--- src/rtl/ns_arb_2to1_pkg.sv ---
// Shared field-size defaults and FSM state type for the 2-to-1 network-node arbiter.
package ns_arb_2to1_pkg;

    localparam int unsigned NS_ADDRESS_SIZE = 8;
    localparam int unsigned NS_DATA_SIZE    = 32;
    localparam int unsigned NS_REDUN_SIZE   = 8;

    typedef enum logic [1:0] {
        ARB_IDLE = 2'd0,
        ARB_REQ  = 2'd1,
        ARB_RLS  = 2'd2
    } arb_state_t;

endpackage

--- src/rtl/ns_arb_2to1_calc_redun.sv ---
// Redundancy code of a message: the {src,dst,dat} word folded by XOR into RSZ-bit
// chunks, with the top chunk zero-padded.
module calc_redun
    import ns_arb_2to1_pkg::*;
#(
    parameter int unsigned ASZ = NS_ADDRESS_SIZE,
    parameter int unsigned DSZ = NS_DATA_SIZE,
    parameter int unsigned RSZ = NS_REDUN_SIZE
) (
    input  logic [ASZ-1:0] src,
    input  logic [ASZ-1:0] dst,
    input  logic [DSZ-1:0] dat,
    output logic [RSZ-1:0] red
);

    localparam int unsigned MSZ = 2*ASZ + DSZ;
    localparam int unsigned NCH = (MSZ + RSZ - 1) / RSZ;

    logic [NCH*RSZ-1:0] padded;

    always_comb begin
        padded          = '0;
        padded[MSZ-1:0] = {src, dst, dat};
        red             = '0;
        for (int unsigned k = 0; k < NCH; k++) begin
            red = red ^ padded[k*RSZ +: RSZ];
        end
    end

endmodule

--- src/rtl/ns_arb_2to1.sv ---
// Two-input round-robin message arbiter with one output register and optional
// redundancy-based drop of corrupted messages.
module ns_arb_2to1
    import ns_arb_2to1_pkg::*;
#(
    parameter int unsigned ASZ     = NS_ADDRESS_SIZE,
    parameter int unsigned DSZ     = NS_DATA_SIZE,
    parameter int unsigned RSZ     = NS_REDUN_SIZE,
    parameter bit          CHK_RED = 1'b1
) (
    input  logic           i_clk,
    input  logic           reset,

    input  logic [ASZ-1:0] i0_src,
    input  logic [ASZ-1:0] i0_dst,
    input  logic [DSZ-1:0] i0_dat,
    input  logic [RSZ-1:0] i0_red,
    input  logic           i0_req,
    output logic           i0_ack,

    input  logic [ASZ-1:0] i1_src,
    input  logic [ASZ-1:0] i1_dst,
    input  logic [DSZ-1:0] i1_dat,
    input  logic [RSZ-1:0] i1_red,
    input  logic           i1_req,
    output logic           i1_ack,

    output logic [ASZ-1:0] o0_src,
    output logic [ASZ-1:0] o0_dst,
    output logic [DSZ-1:0] o0_dat,
    output logic [RSZ-1:0] o0_red,
    output logic           o0_req,
    input  logic           o0_ack,

    output logic           o_grant,
    output logic           o_drop_err,
    output logic [7:0]     o_drop_cnt
);

    arb_state_t     state, state_nxt;
    logic           elig0, elig1, sel, accept, red_ok;
    logic [ASZ-1:0] m_src, m_dst;
    logic [DSZ-1:0] m_dat;
    logic [RSZ-1:0] m_red, calc_red;

    calc_redun #(
        .ASZ(ASZ),
        .DSZ(DSZ),
        .RSZ(RSZ)
    ) u_calc_redun (
        .src(m_src),
        .dst(m_dst),
        .dat(m_dat),
        .red(calc_red)
    );

    always_ff @(posedge i_clk or posedge reset) begin
        if (reset) begin
            state <= ARB_IDLE;
        end else begin
            state <= state_nxt;
        end
    end

    // Round-robin: on a tie the input that did not win last time is served.
    always_comb begin
        elig0     = i0_req & ~i0_ack;
        elig1     = i1_req & ~i1_ack;
        sel       = (elig0 & elig1) ? ~o_grant : elig1;
        m_src     = sel ? i1_src : i0_src;
        m_dst     = sel ? i1_dst : i0_dst;
        m_dat     = sel ? i1_dat : i0_dat;
        m_red     = sel ? i1_red : i0_red;
        red_ok    = !CHK_RED || (m_red == calc_red);
        accept    = 1'b0;
        state_nxt = state;
        unique case (state)
            ARB_IDLE: begin
                if (!o0_ack && (elig0 || elig1)) begin
                    accept = 1'b1;
                    if (red_ok) begin
                        state_nxt = ARB_REQ;
                    end
                end
            end
            ARB_REQ: begin
                if (o0_ack) begin
                    state_nxt = ARB_RLS;
                end
            end
            ARB_RLS: begin
                if (!o0_ack) begin
                    state_nxt = ARB_IDLE;
                end
            end
            default: state_nxt = ARB_IDLE;
        endcase
    end

    assign o0_req = (state == ARB_REQ);

    // Input acks release on their own, so a source can finish while the output is busy.
    always_ff @(posedge i_clk or posedge reset) begin
        if (reset) begin
            o0_src     <= '0;
            o0_dst     <= '0;
            o0_dat     <= '0;
            o0_red     <= '0;
            i0_ack     <= 1'b0;
            i1_ack     <= 1'b0;
            o_grant    <= 1'b1;
            o_drop_err <= 1'b0;
            o_drop_cnt <= '0;
        end else begin
            if (i0_ack && !i0_req) begin
                i0_ack <= 1'b0;
            end
            if (i1_ack && !i1_req) begin
                i1_ack <= 1'b0;
            end
            if (accept) begin
                o_grant <= sel;
                if (sel) begin
                    i1_ack <= 1'b1;
                end else begin
                    i0_ack <= 1'b1;
                end
                if (red_ok) begin
                    o0_src <= m_src;
                    o0_dst <= m_dst;
                    o0_dat <= m_dat;
                    o0_red <= m_red;
                end else begin
                    o_drop_err <= 1'b1;
                    if (o_drop_cnt != '1) begin
                        o_drop_cnt <= o_drop_cnt + 8'd1;
                    end
                end
            end
        end
    end

endmodule
--- config.mk ---
export PLATFORM = sky130hd
export DESIGN_NAME = ns_arb_2to1
export DESIGN_NICKNAME = d
export VERILOG_FILES = /design/src/rtl/ns_arb_2to1_pkg.sv /design/src/rtl/ns_arb_2to1_calc_redun.sv /design/src/rtl/ns_arb_2to1.sv
export SDC_FILE = /design/constraint.sdc
export NUM_CORES = 1
export LEC_CHECK = 0
export BUFFER_PORTS_ARGS = -buffer_cell sky130_fd_sc_hd__buf_4
export CAP_MARGIN = 5
export CORE_ASPECT_RATIO = 1.4
export CORE_UTILIZATION = 30
export DETAILED_ROUTE_END_ITERATION = 8
export PLACE_DENSITY = 0.59
export SYNTH_ARGS = -nofsm -noshare
export SYNTH_HDL_FRONTEND = slang
export SYNTH_HIERARCHICAL = 1
export SYNTH_SLANG_ARGS = --single-unit
--- constraint.sdc ---
create_clock -name i_clk -period 4.6 [get_ports i_clk]
set_input_delay 0.92 -clock i_clk [delete_from_list [all_inputs] [get_ports i_clk]]
set_output_delay 0.92 -clock i_clk [all_outputs]
set_load 0.005 [all_outputs]
# Word level (Yosys, flattened, before mapping)
# Cells that the tools add are included.
# Widths: inputs -> output; s select.
[word_totals]
regBits = 70
input_bits = 117
out_inout_bits = 69
elab_cells = 61
[classes]
n_addsub = 1
eq_ne = 8
muxes = 18
bitwise = 12
reduce_logical = 12
[ops]
columns = ["cell", "count"]
rows = [
  ["$xor 8x8->8", 5],
  ["$mux 32", 1],
  ["$mux 8", 3],
  ["$mux 1", 9],
  ["$add 8x1->8 const B", 1],
  ["$eq 8x8->1", 1],
  ["$mux 2", 4],
  ["$ne 8x8->1 const B", 1],
  ["$ne 2x2->1 const B", 3],
  ["$pmux 2 s3", 1],
  ["$not 1->1", 4],
  ["$reduce_and 2->1", 2],
  ["$reduce_and 4->1", 1],
  ["$and 1x1->1", 3],
  ["$logic_and 1x1->1", 3],
  ["$logic_not 1->1", 3],
  ["$reduce_and 3->1", 1],
  ["$eq 2x1->1 const B", 1],
  ["$eq 2x2->1 const B", 1],
  ["$logic_not 2->1", 1],
  ["$ne 2x1->1 const B", 1],
  ["$logic_or 1x1->1", 1],
]

# Depth between registers and ports, before layout
# Gate-level depths: netlist of the first run.
[logic_depth]
ltp_word = 14
depth_mapped = 15
depth_no_buf = 10

# By module
# The synthesis of the first run kept the hierarchy.
[modules_own_cells]
columns = ["mod", "instances", "cells_each", "area_each_um2", "seq_area_each_um2"]
rows = [
  ["ns_arb_2to1", 1, 284, 3666.0, 1752.9],
  ["calc_redun", 1, 32, 450.4, 0.0],
]

# Worst setup path before layout of the first run
# Ideal clock, no wire load.
[synth_timing]
kind = "input to register"
from = "input port i1_req"
to = "register o0_dat[24]"
setup_time_ns = 0.125
t_arrival_ns = 4.036
required_ns = 4.475
slack_ns = 0.438
cell_stages = 15
n_path_buf = 5
cell_sequence = "and2b_1 > buf_4 > nand2_1 > buf_1 > mux2_2 > xnor2_1 > xnor3_1 > and3_1 > nor4_1 > and4_1 > buf_4 > and2_4 > buf_8 > buf_12 > mux2_4"
[synth_between]
elab_chain_cells = 11
word_cells_on_any_way = 18
classes_between = "1 x eq/ne; 7 x mux; 7 x bitwise; 3 x reduce/logical"
[synth_lines]
columns = ["element", "line_no", "rtl"]
rows = [
  ["start, declared", "ns_arb_2to1.sv:25", "input logic i1_req,"],
  ["$and 1x1->1 *", "ns_arb_2to1.sv:68", "elig1 = i1_req & ~i1_ack;"],
  ["$and 1x1->1", "ns_arb_2to1.sv:69", "sel = (elig0 & elig1) ? ~o_grant : elig1;"],
  ["$mux 1 *", "ns_arb_2to1.sv:69", ""],
  ["$mux 32 *", "ns_arb_2to1.sv:72", "m_dat = sel ? i1_dat : i0_dat;"],
  ["named net m_dat[12]", "ns_arb_2to1.sv:43", "logic [DSZ-1:0] m_dat;"],
  ["$xor 8x8->8 * (5 in a row)", "ns_arb_2to1_calc_redun.sv:26", "red = red ^ padded[k*RSZ +: RSZ];"],
  ["named net calc_red[4]", "ns_arb_2to1.sv:44", "logic [RSZ-1:0] m_red, calc_red;"],
  ["$eq 8x8->1 *", "ns_arb_2to1.sv:74", "red_ok = !CHK_RED || (m_red == calc_red);"],
  ["$reduce_and 2->1 (no source line) *", "--", ""],
  ["end signal, assigned", "ns_arb_2to1.sv:131", "o0_dat <= m_dat;"],
  ["end, declared", "ns_arb_2to1.sv:30", "output logic [DSZ-1:0] o0_dat,"],
]
# The timed path passes the listed nets; every way through them passes the cells marked *.
# A chain may end at the register's enable or synchronous reset.

# Worst setup path after layout of the first run
[layout_timing]
from = "input port i1_req"
to = "register o0_dat[12]"
# Same word-level chain as after synthesis.

==> results of run 1 <==
## per-layer routing
layer,GRT usage (%),vias up
li1,-,1521
met1,19.3,1544
met3,3.62,16
met4,7.40,0
met2,29.1,118
met5,0,-
## worst paths after layout
| path | from | endpoint | slack [ns] | depth (start not counted) |
|---|---|---|---|---|
| max | i1_req | o0_dat[12] | 0.64 | 13 |
| max in group asynchronous | reset | o_grant | 2.84 | 3 |
| max reg2reg | o_grant | o0_dat[12] | 0.84 | 12 |
| min reg2reg | o_drop_err | o_drop_err | 0.49 | 1 |
| min in group asynchronous | reset | o0_src[7] | 0.73 | 2 |
| min | o_drop_err | o_drop_err | 0.49 | 1 |
## Yosys cell counts
library cell,instances,share of area (%)
sky130_fd_sc_hd__nor4_1,4,0.61
sky130_fd_sc_hd__o21ai_1,4,0.49
sky130_fd_sc_hd__and2_4,1,0.21
sky130_fd_sc_hd__a21o_1,1,0.18
sky130_fd_sc_hd__nor3_1,6,0.73
sky130_fd_sc_hd__inv_1,2,0.18
sky130_fd_sc_hd__and3b_1,1,0.21
sky130_fd_sc_hd__xnor2_1,17,3.6
sky130_fd_sc_hd__nand2b_1,1,0.15
sky130_fd_sc_hd__nand3_1,10,1.2
sky130_fd_sc_hd__dfrtp_1,69,42
sky130_fd_sc_hd__buf_12,2,0.97
sky130_fd_sc_hd__o21ai_2,4,0.85
sky130_fd_sc_hd__o21bai_1,1,0.18
sky130_fd_sc_hd__and2b_1,1,0.18
sky130_fd_sc_hd__a31oi_1,8,1.2
sky130_fd_sc_hd__buf_8,1,0.36
sky130_fd_sc_hd__ha_1,1,0.30
sky130_fd_sc_hd__a22o_1,1,0.21
sky130_fd_sc_hd__and2_1,1,0.15
sky130_fd_sc_hd__xnor2_2,8,3.2
sky130_fd_sc_hd__dfstp_2,1,0.64
sky130_fd_sc_hd__xnor3_1,8,4.4
sky130_fd_sc_hd__a21oi_1,17,2.1
sky130_fd_sc_hd__o21ai_0,2,0.24
sky130_fd_sc_hd__buf_6,2,0.55
sky130_fd_sc_hd__buf_1,5,0.46
sky130_fd_sc_hd__nor2_1,3,0.27
sky130_fd_sc_hd__buf_4,4,0.73
sky130_fd_sc_hd__nor2b_1,3,0.46
sky130_fd_sc_hd__and4_1,1,0.21
sky130_fd_sc_hd__xor2_1,7,1.5
sky130_fd_sc_hd__and3_1,10,1.5
sky130_fd_sc_hd__buf_2,1,0.12
sky130_fd_sc_hd__nand3b_2,1,0.27
sky130_fd_sc_hd__mux2_2,76,21
sky130_fd_sc_hd__clkbuf_1,1,0.091
sky130_fd_sc_hd__o21a_1,1,0.18
sky130_fd_sc_hd__nand2_1,8,0.73
sky130_fd_sc_hd__mux2_4,21,7.7
## worst max-delay path: stages
cell	delay [ns]
sky130_fd_sc_hd__buf_4	0.12
sky130_fd_sc_hd__and2b_1	0.17
sky130_fd_sc_hd__nand2_2	0.13
sky130_fd_sc_hd__buf_4	0.25
sky130_fd_sc_hd__mux2_2	0.38
sky130_fd_sc_hd__xnor2_1	0.23
sky130_fd_sc_hd__xnor3_1	0.47
sky130_fd_sc_hd__and3_1	0.16
sky130_fd_sc_hd__nor4_1	0.23
sky130_fd_sc_hd__and4_1	0.25
sky130_fd_sc_hd__and2_4	0.19
sky130_fd_sc_hd__buf_4	0.28
sky130_fd_sc_hd__mux2_2	0.37
## per-stage QoR
step	hold slack, ns	utilization, %	area [µm²]	worst slack (ns)	cells
6_report	0.491	44.8	6000	0.643	692
5_1_grt	0.523	44.8	6000	0.457	692
4_1_cts	0.491	44.8	6000	0.607	692
3_5_place_dp	0.471	42.6	5710	0.254	676
3_3_place_gp	0.471	42.6	5710	0.272	676
2_1_floorplan	0.468	-	4120	0.438	316
## cell families after synthesis
logic type,count (synthesis),synth area share (%)
and+or+nand+nor,51,6.93
adders and majority gates,1,0.304
buffers and inverters,18,3.46
muxes,97,28.4
xor gates and xnor gates,40,12.6
DFF,70,42.6
AOI/OAI and AO/OA,39,5.62
## where the power goes
part           switching [mW]  total [mW]  internal (mW)
clock network           0.265       0.683          0.417
logic                   0.352       0.913          0.560
registers              0.0971       0.854          0.757
## area by class of cell
cell class,instances,share of cell area (%)
multi-input combinational,228,37.1
timing repair buffer,194,24.9
inverter,2,0.125
clock buffer,10,3.82
sequential,70,29.2
clock inverter,6,1.04
tap,182,3.80
## state kept, by name, indices dropped and copies added, names as in the netlist
name and cells:
o_drop_err 1, i1_ack 1, o0_src 8, o_grant 1, o0_dst 8, o_drop_cnt 8
o0_red 8, state 2, o0_dat 32, i0_ack 1
==> impl_results.md, run 1 <==
* Clock root buffer master: sky130_fd_sc_hd__clkbuf_16
* Worst min path class: reg2reg
* Signed area change from the synthesized netlist to the final layout at 45.7%
* Final-report max-slew violation count at 0
* Vias per std cell at 4.62
* Clock period minus worst slack at 3.96 ns
* Area enclosed by the die boundary at 14,200 µm²
* Num CTS Buffers at 9
* Worst slew margin relative to its limit at 49.4%
* Endpoint type of the worst setup path: register
* Number of gates resized after cts at 0
* Share of synthesized area occupied by flip-flops and latches at 42.6%
* Detailed Route WL at 11.5 mm
* Multi-input gate area at 2220 µm²
* Critical path type: in2reg
* Routed wire per std cell at 16.7 µm
* Buffers added on ports at 185
* DR vias at 3,199
* Site row count at 50
* Count of H-tree levels built during CTS at 3
* Top metal layer carrying routed signals: met4
* Clock transition at the registers of the reported paths at 0.06 ns
* Global-route wire length before repair at 17.7 mm
* Clock sinks at 70
* Routability congestion estimate from global placement at 0.789
* Arrival @ worst endpoint at 4.17 ns
* Die extent in x at 101 µm
* Unrepaired setup endpoints after global routing: no
* Post-CTS repair timing setup buffer count at 0
* Cells after Synth at 316
* Synthesis-stage register bit count at 70
* Number of antenna cells inserted at 0
* Final net count at 623
* Met3 Routed Length at 647 µm
* Worst-path maximum fanout at 20
* Fraction of the cycle the final worst path needs at 86.0%
* Number of top-level pins at 186
* Fin. Hold Viols at 0
* Data required time of the critical path at 4.82 ns
* CTS Hold Bufs at 0
* Starting density of the core at 30.7%
* Area of the mapped netlist at 4120 µm²
* Commonest non-fill, non-tap cells in the layout: 191 x sky130_fd_sc_hd__buf_4, 76 x sky130_fd_sc_hd__mux2_2, 69 x sky130_fd_sc_hd__dfrtp_1
* Post-synthesis area per instance at 13.0 µm²
* Number of antenna violations at the first check in global routing at 0
* Placeable core area at 13,400 µm²
* Power density cells at 408 nW/µm²
* Drt drc at 0
* Total Power at 2.45 mW
* Wire length on met1 at 4.63 mm
* CTS tree: yes
* Layout Skew at 0.00610 ns
* Synthesis Warnings at 6
* Fraction of final layout cells with drive strength greater than 1 at 63.3%
* Overall routing resource usage at 16.7%
* Actual slew at the worst max-slew pin at 0.758 ns
* Result of the run: complete, no violations
* Total half-perimeter wirelength after legalization and detailed placement at 9.15 mm
* # Max-Cap Violations at 0
* Die height at 141 µm
* Number of search-and-repair iterations in the first detailed-routing pass at 4
* Most common cell after layout, fill and taps aside: sky130_fd_sc_hd__buf_4
* Top achievable clock speed at 253 MHz
* Setup Total Neg Slack at 0 ns
* Leakage Power at 3.02 nW
* Final number of setup-violating endpoints at 0
* Via count of the first global-routing pass at 3,295
* Fillers at 1,293
* Number of buffers on the longest clock path at 2
* IR Drop Worst-Case VDD at 0.000263 V
* Number of antenna-violating nets in the routed design at 0
* Violation count after the first detailed-routing iteration at 87
* Total congestion overflow after global routing at 0
* Yosys cell types at 40
* Sequential Area at 1750 µm²
* Largest net degree at the start of global routing at 38
* Clk_lat worst skew at 0.33 ns
* Critical Path Source Type: input port
* Met2 routed wirelength at 6.00 mm
* Synthesized netlist net count at 434
(Power assumes the default switching activity.)
==> inputs of run 2 (changes only) <==
--- a/config.mk
+++ b/config.mk
@@ -10,7 +10,9 @@
 export CORE_ASPECT_RATIO = 1.4
 export CORE_UTILIZATION = 30
 export DETAILED_ROUTE_END_ITERATION = 8
+export GPL_ROUTABILITY_DRIVEN = 1
 export PLACE_DENSITY = 0.59
+export RECOVER_POWER = 50
 export SYNTH_ARGS = -nofsm -noshare
 export SYNTH_HDL_FRONTEND = slang
 export SYNTH_HIERARCHICAL = 1
==> impl_results.md, run 2 (synthesis gave the netlist of run 1 again) <==
* Layout Skew at 0.00608 ns
* Actual slew at the worst max-slew pin at 1.37 ns
* Number of buffers on the longest clock path at 2
* Fin. Hold Viols at 0
* Via count of the first global-routing pass at 3,295
* Count of H-tree levels built during CTS at 3
* Detailed Route WL at 11.5 mm
* Clk_lat worst skew at 0.33 ns
* Vias per std cell at 4.63
* Worst-path maximum fanout at 20
* Area enclosed by the die boundary at 14,200 µm²
* Total Power at 2.39 mW
* Number of top-level pins at 186
* Top register by number of flip-flops: o0_dat
* Fillers at 1,326
* Final-report max-slew violation count at 0
* Worst setup slack for register-to-register paths at 0.84 ns
* Worst min path class: reg2reg
* Hold_sp: o_drop_cnt[7]
* Number of antenna-violating nets in the routed design at 0
* Final number of setup-violating endpoints at 0
* Die extent in x at 101 µm
* Top achievable clock speed at 254 MHz
* Fraction of the cycle the final worst path needs at 85.6%
* Number of search-and-repair iterations in the first detailed-routing pass at 4
* Violation count after the first detailed-routing iteration at 86
* Endpoint of the worst hold-timing path: o_drop_cnt[7]
* Start of the worst register-to-register path: o_grant
* Final net count at 623
* Leakage Power at 2.88 nW
* Clock sinks at 70
* Critical Path Source Type: input port
* Overall routing resource usage at 16.7%
* Largest net degree at the start of global routing at 38
* Total congestion overflow after global routing at 0
* Setup Total Neg Slack at 0 ns
* DR vias at 3,202
* Unrepaired setup endpoints after global routing: no
* Site row count at 50
* Clock root buffer master: sky130_fd_sc_hd__clkbuf_16
* Endpoint type of the worst setup path: register
* Fraction of final layout cells with drive strength greater than 1 at 57.3%
* CTS tree: yes
* Endpoint of the worst-slack reg-to-reg timing path: o0_dat[12]
* Number of antenna cells inserted at 0
* Placeable core area at 13,400 µm²
* Post-CTS repair timing setup buffer count at 0
* Worst Hold Path Cells at 1
* Maximum cell stage delay along the critical path at 0.47 ns
* Commonest non-fill, non-tap cells in the layout: 119 x sky130_fd_sc_hd__buf_4, 76 x sky130_fd_sc_hd__mux2_2, 69 x sky130_fd_sc_hd__dfrtp_1
* Arrival @ worst endpoint at 4.15 ns
* Routed wire per std cell at 16.7 µm
* Depth of the most critical reg-to-reg path at 12
* Worst slew margin relative to its limit at 8.63%
* Total half-perimeter wirelength after legalization and detailed placement at 9.15 mm
* Clock period minus worst slack at 3.94 ns
* # Max-Cap Violations at 0
* Signed area change from the synthesized netlist to the final layout at 42.9%
* Critical-path cell list: clkbuf_1 -> and2b_1 -> nand2_2 -> buf_4 -> mux2_2 -> xnor2_1 -> xnor3_1 -> and3_1 -> nor4_1 -> and4_1 -> and2_4 -> buf_4 -> mux2_2
* Global-route wire length before repair at 17.7 mm
* Routability congestion estimate from global placement at 0.789
* Number of gates resized after cts at 0
* Data required time of the critical path at 4.82 ns
* Most common cell after layout, fill and taps aside: sky130_fd_sc_hd__buf_4
* Starting density of the core at 30.7%
* Buffers added on ports at 185
* CP max-delay cell: sky130_fd_sc_hd__xnor3_1
* IR Drop Worst-Case VDD at 0.000262 V
* Result of the run: complete, no violations
* Power density cells at 406 nW/µm²
* Number of antenna violations at the first check in global routing at 0
* CTS Hold Bufs at 0
* Max reg flops at 32
* Drt drc at 0
* Critical path type: in2reg
* Clock transition at the registers of the reported paths at 0.05 ns
* Die height at 141 µm
* Num CTS Buffers at 9
[run 2: per-stage QoR]
step	utilization, %	setup WS [ns]	instances	hold WS, ns	area [µm²]
detailed placement	42.6	0.254	676	0.471	5710
finish	44.0	0.663	692	0.489	5880
CTS	44.8	0.607	692	0.491	6000
global route	44.0	0.467	692	0.520	5880
floorplan	-	0.438	316	0.468	4120
global placement	42.6	0.272	676	0.471	5710
[run 2: layout make-up]
| type | instances | area (µm²) | share of cell area (%) |
|---|---|---|---|
| Multi-Input combinational cell | 228 | 2220 | 37.8 |
| Clock inverter | 6 | 62.6 | 1.06 |
| Inverter | 2 | 7.51 | 0.128 |
| Timing Repair Buffer | 194 | 1380 | 23.5 |
| Sequential cell | 70 | 1750 | 29.8 |
| Clock buffer | 10 | 229 | 3.89 |
| Tap cell | 182 | 228 | 3.87 |
[run 2: worst max path at each step]
stage	startpoint	to	slack, ns	cells after the start
3_3_place_gp	i1_req	o0_dat[1]	0.27	13
4_1_cts	i1_req	o0_dat[12]	0.61	13
6_report	i1_req	o0_dat[12]	0.66	13
5_1_grt	i1_req	o0_dat[15]	0.47	13
3_5_place_dp	i1_req	o0_dat[7]	0.25	13
2_1_floorplan	i1_req	o0_dat[24]	0.44	15
[run 2: power by group]
| part | switching (mW) | leakage [nW] | internal (mW) |
|---|---|---|---|
| logic | 0.353 | 1.80 | 0.506 |
| clock network | 0.264 | 0.134 | 0.417 |
| registers | 0.0944 | 0.940 | 0.756 |
[run 2: layer usage]
layer	routed length, µm	vias up	global-route usage (%)
met5	0	-	0
met4	272	0	7.40
met3	653	16	3.62
met2	6000	122	29.1
met1	4610	1546	19.3
li1	-	1518	-
[run 2: worst max-delay path, delay by kind of cell]
family                 cells  cell delay [ns]
buffers and inverters      3             0.62
XOR/XNOR                   2             0.70
multiplexers               2             0.75
AND/OR/NAND/NOR            6             1.14
==> inputs of run 3 (changes only) <==
--- a/config.mk
+++ b/config.mk
@@ -11,9 +11,8 @@
 export CORE_UTILIZATION = 30
 export DETAILED_ROUTE_END_ITERATION = 8
 export GPL_ROUTABILITY_DRIVEN = 1
-export PLACE_DENSITY = 0.59
+export PLACE_DENSITY = 0.58
 export RECOVER_POWER = 50
 export SYNTH_ARGS = -nofsm -noshare
 export SYNTH_HDL_FRONTEND = slang
-export SYNTH_HIERARCHICAL = 1
 export SYNTH_SLANG_ARGS = --single-unit
==> impl_results.md, run 3 <==
* Result of the run: complete, but fails checks
* Violated checks: max-capacitance violations, max-slew violations
* Cell accounting for the most synthesized area: sky130_fd_sc_hd__dfrtp_1
* Starting density of the core at 30.7%
* Hold_sp: o_drop_err
* Worst min path class: reg2reg
* Most common cell in the netlist: sky130_fd_sc_hd__nand2_1
* Endpoint of the worst hold-timing path: o_drop_err
* Asr flop ratio synth at 100%
* Placeable core area at 14,500 µm²
* Clk_lat worst skew at 0.34 ns
* Share of synthesized area occupied by flip-flops and latches at 39.3%
* Leakage Power at 3.55 nW
* Die extent in x at 105 µm
* Number of antenna cells inserted at 0
* Layout Skew at 0.00737 ns
* Worst-path maximum fanout at 33
* Commonest non-fill, non-tap cells in the layout: 174 x sky130_fd_sc_hd__nand2_1, 155 x sky130_fd_sc_hd__buf_4, 69 x sky130_fd_sc_hd__dfrtp_1
* Share of the synthesized area in the top cell type at 38.7%
* Worst setup slack for register-to-register paths at 1.98 ns
* Drt drc at 0
* Area enclosed by the die boundary at 15,400 µm²
* Number of antenna-violating nets in the routed design at 0
* Setup Total Neg Slack at 0 ns
* Via count of the first global-routing pass at 3,862
* Post-synthesis area per instance at 10.3 µm²
* Power density cells at 371 nW/µm²
* Clock transition at the registers of the reported paths at 0.06 ns
* Critical Path Source Type: input port
* Data required time of the critical path at 4.81 ns
* Global-route wire length before repair at 21.5 mm
* Synthesis Warnings at 0
* Site row count at 52
* IR Drop Worst-Case VDD at 0.000184 V
* Total Power at 2.35 mW
* Unrepaired setup endpoints after global routing: no
* Signed area change from the synthesized netlist to the final layout at 42.0%
* Fraction of final layout cells with drive strength greater than 1 at 37.8%
* Num CTS Buffers at 9
* Overall routing resource usage at 18.6%
* Largest cells by area after synthesis: sky130_fd_sc_hd__dfrtp_1 39%, sky130_fd_sc_hd__xnor3_1 16%, sky130_fd_sc_hd__nand2_1 15%
* Fraction of the cycle the final worst path needs at 68.5%
* Fin. Hold Viols at 0
* Met1 usage in global routing at 21.3%
* Non-filler instance count after layout at 808
* Critical path type: in2reg
* Die height at 146 µm
* Largest net degree at the start of global routing at 58
* Vias per std cell at 4.53
* Final net count at 732
* Most frequent cells after synthesis: 174 x sky130_fd_sc_hd__nand2_1, 69 x sky130_fd_sc_hd__dfrtp_1, 34 x sky130_fd_sc_hd__xnor2_1, 32 x sky130_fd_sc_hd__xnor3_1
* Detailed Route WL at 13.9 mm
* CTS tree: yes
* Number of search-and-repair iterations in the first detailed-routing pass at 4
* Yosys cell types at 28
* Total half-perimeter wirelength after legalization and detailed placement at 10.9 mm
* Global-route layer with the greatest usage: met2
* Clock period minus worst slack at 3.15 ns
* Top achievable clock speed at 317 MHz
* Area of the mapped netlist at 4460 µm²
* Final-report max-slew violation count at 35
* Number of enable flip-flop cells after synthesis at 0
* Sequential Area at 1750 µm²
* Number of antenna violations at the first check in global routing at 0
* Number of top-level pins at 186
* Critical-path cell list: buf_4 -> xnor3_1 -> xnor3_1 -> nor4_1 -> nand3_1 -> a21oi_4 -> buf_4 -> mux2_2
* Fillers at 1,421
* Predominant post-synthesis flop cell: sky130_fd_sc_hd__dfrtp_1
* Multi-input gate area at 2590 µm²
* Endpoint type of the worst setup path: register
* Post-CTS repair timing setup buffer count at 0
* # Max-Cap Violations at 1
* Routability congestion estimate from global placement at 0.848
* Final number of setup-violating endpoints at 0
* Clock root buffer master: sky130_fd_sc_hd__clkbuf_16
* Most common cell after layout, fill and taps aside: sky130_fd_sc_hd__nand2_1
* Number of buffers on the longest clock path at 2
* Worst Hold Path Cells at 1
* Synthesized netlist net count at 549
* Depth of the most critical reg-to-reg path at 6
* Global-route met2 utilization at 33.5%
* Number of gates resized after cts at 0
* Top register by number of flip-flops: o0_dat
* CTS Hold Bufs at 0
* Maximum cell stage delay along the critical path at 0.42 ns
* DR vias at 3,659
* Clock sinks at 70
* CP max-delay cell: sky130_fd_sc_hd__buf_4
* Count of H-tree levels built during CTS at 3
* Arrival @ worst endpoint at 3.37 ns
* Placed cell count at 792
* Violation count after the first detailed-routing iteration at 118
* Synthesis-stage register bit count at 70
* Cells after Synth at 431
* Routed wire per std cell at 17.2 µm
* Met3 track demand over resource in global routing at 4.87%
* Buffers added on ports at 185
* Max reg flops at 32
* Actual slew at the worst max-slew pin at 1.65 ns
* Total congestion overflow after global routing at 0
* Start of the worst register-to-register path: o_grant
* Worst slew margin relative to its limit at -10.8%
* Endpoint of the worst-slack reg-to-reg timing path: o0_dat[13]
run 3: report_power, final:
part,total [mW],switching (mW),internal [mW],leakage (nW)
sequential,0.822,0.0871,0.735,0.946
combinational,0.763,0.325,0.439,2.45
clock,0.762,0.275,0.488,0.154
run 3: logic make-up (layout without fill, tap and decap cells):
kind of cell / Yosys count / after routing / synth area share, %
simple gates: 200 / 200 / 17.9
xor+xnor: 71 / 71 / 23.8
flops: 70 / 70 / 39.3
mux: 58 / 58 / 14.7
buf+inv: 23 / 211 / 2.78
compound gates: 8 / 8 / 1.26
fa+ha+maj: 1 / 1 / 0.281
run 3: worst max path at each step:
stage / start / endpoint / slack [ns]
floorplan: i0_dat[6] / o0_dat[28] / 1.69
global placement: i0_src[4] / o0_dat[5] / 1.01
detailed placement: i0_src[4] / o0_dat[13] / 1.05
CTS: i0_src[4] / o0_dat[13] / 1.40
global route: i0_src[4] / o0_dat[2] / 1.29
finish: i0_dat[6] / o0_dat[13] / 1.45
run 3: stage by stage:
stage	cell area [µm²]	hold slack, ns	utilization (%)	setup WS [ns]
6_report	6330	0.480	43.6	1.45
5_1_grt	6330	0.508	43.6	1.29
4_1_cts	6350	0.483	43.8	1.40
3_5_place_dp	6030	0.465	41.5	1.05
3_3_place_gp	6030	0.468	41.5	1.01
2_1_floorplan	4460	0.468	-	1.69
run 3: cell type report:
| type | count | share of cell area [%] |
|---|---|---|
| clock inverter | 6 | 1.34 |
| clock buffer | 10 | 3.78 |
| inverter | 5 | 0.316 |
| timing repair buffer | 190 | 22.2 |
| sequential | 70 | 27.7 |
| tap | 189 | 3.74 |
| multi-input combinational | 338 | 40.9 |
run 3: per-layer routing:
layer | share of wire, % | up-vias
met5 | 0 | -
met1 | 40 | 1731
met4 | 2.6 | 0
met3 | 5.4 | 16
met2 | 52 | 142
li1 | - | 1770
run 3: critical path: cells and delay by family:
| family | cells | cell delay [ns] |
|---|---|---|
| compound gates | 1 | 0.20 |
| simple gates | 2 | 0.52 |
| buf+inv | 2 | 0.53 |
| xor+xnor | 2 | 0.77 |
| mux | 1 | 0.39 |
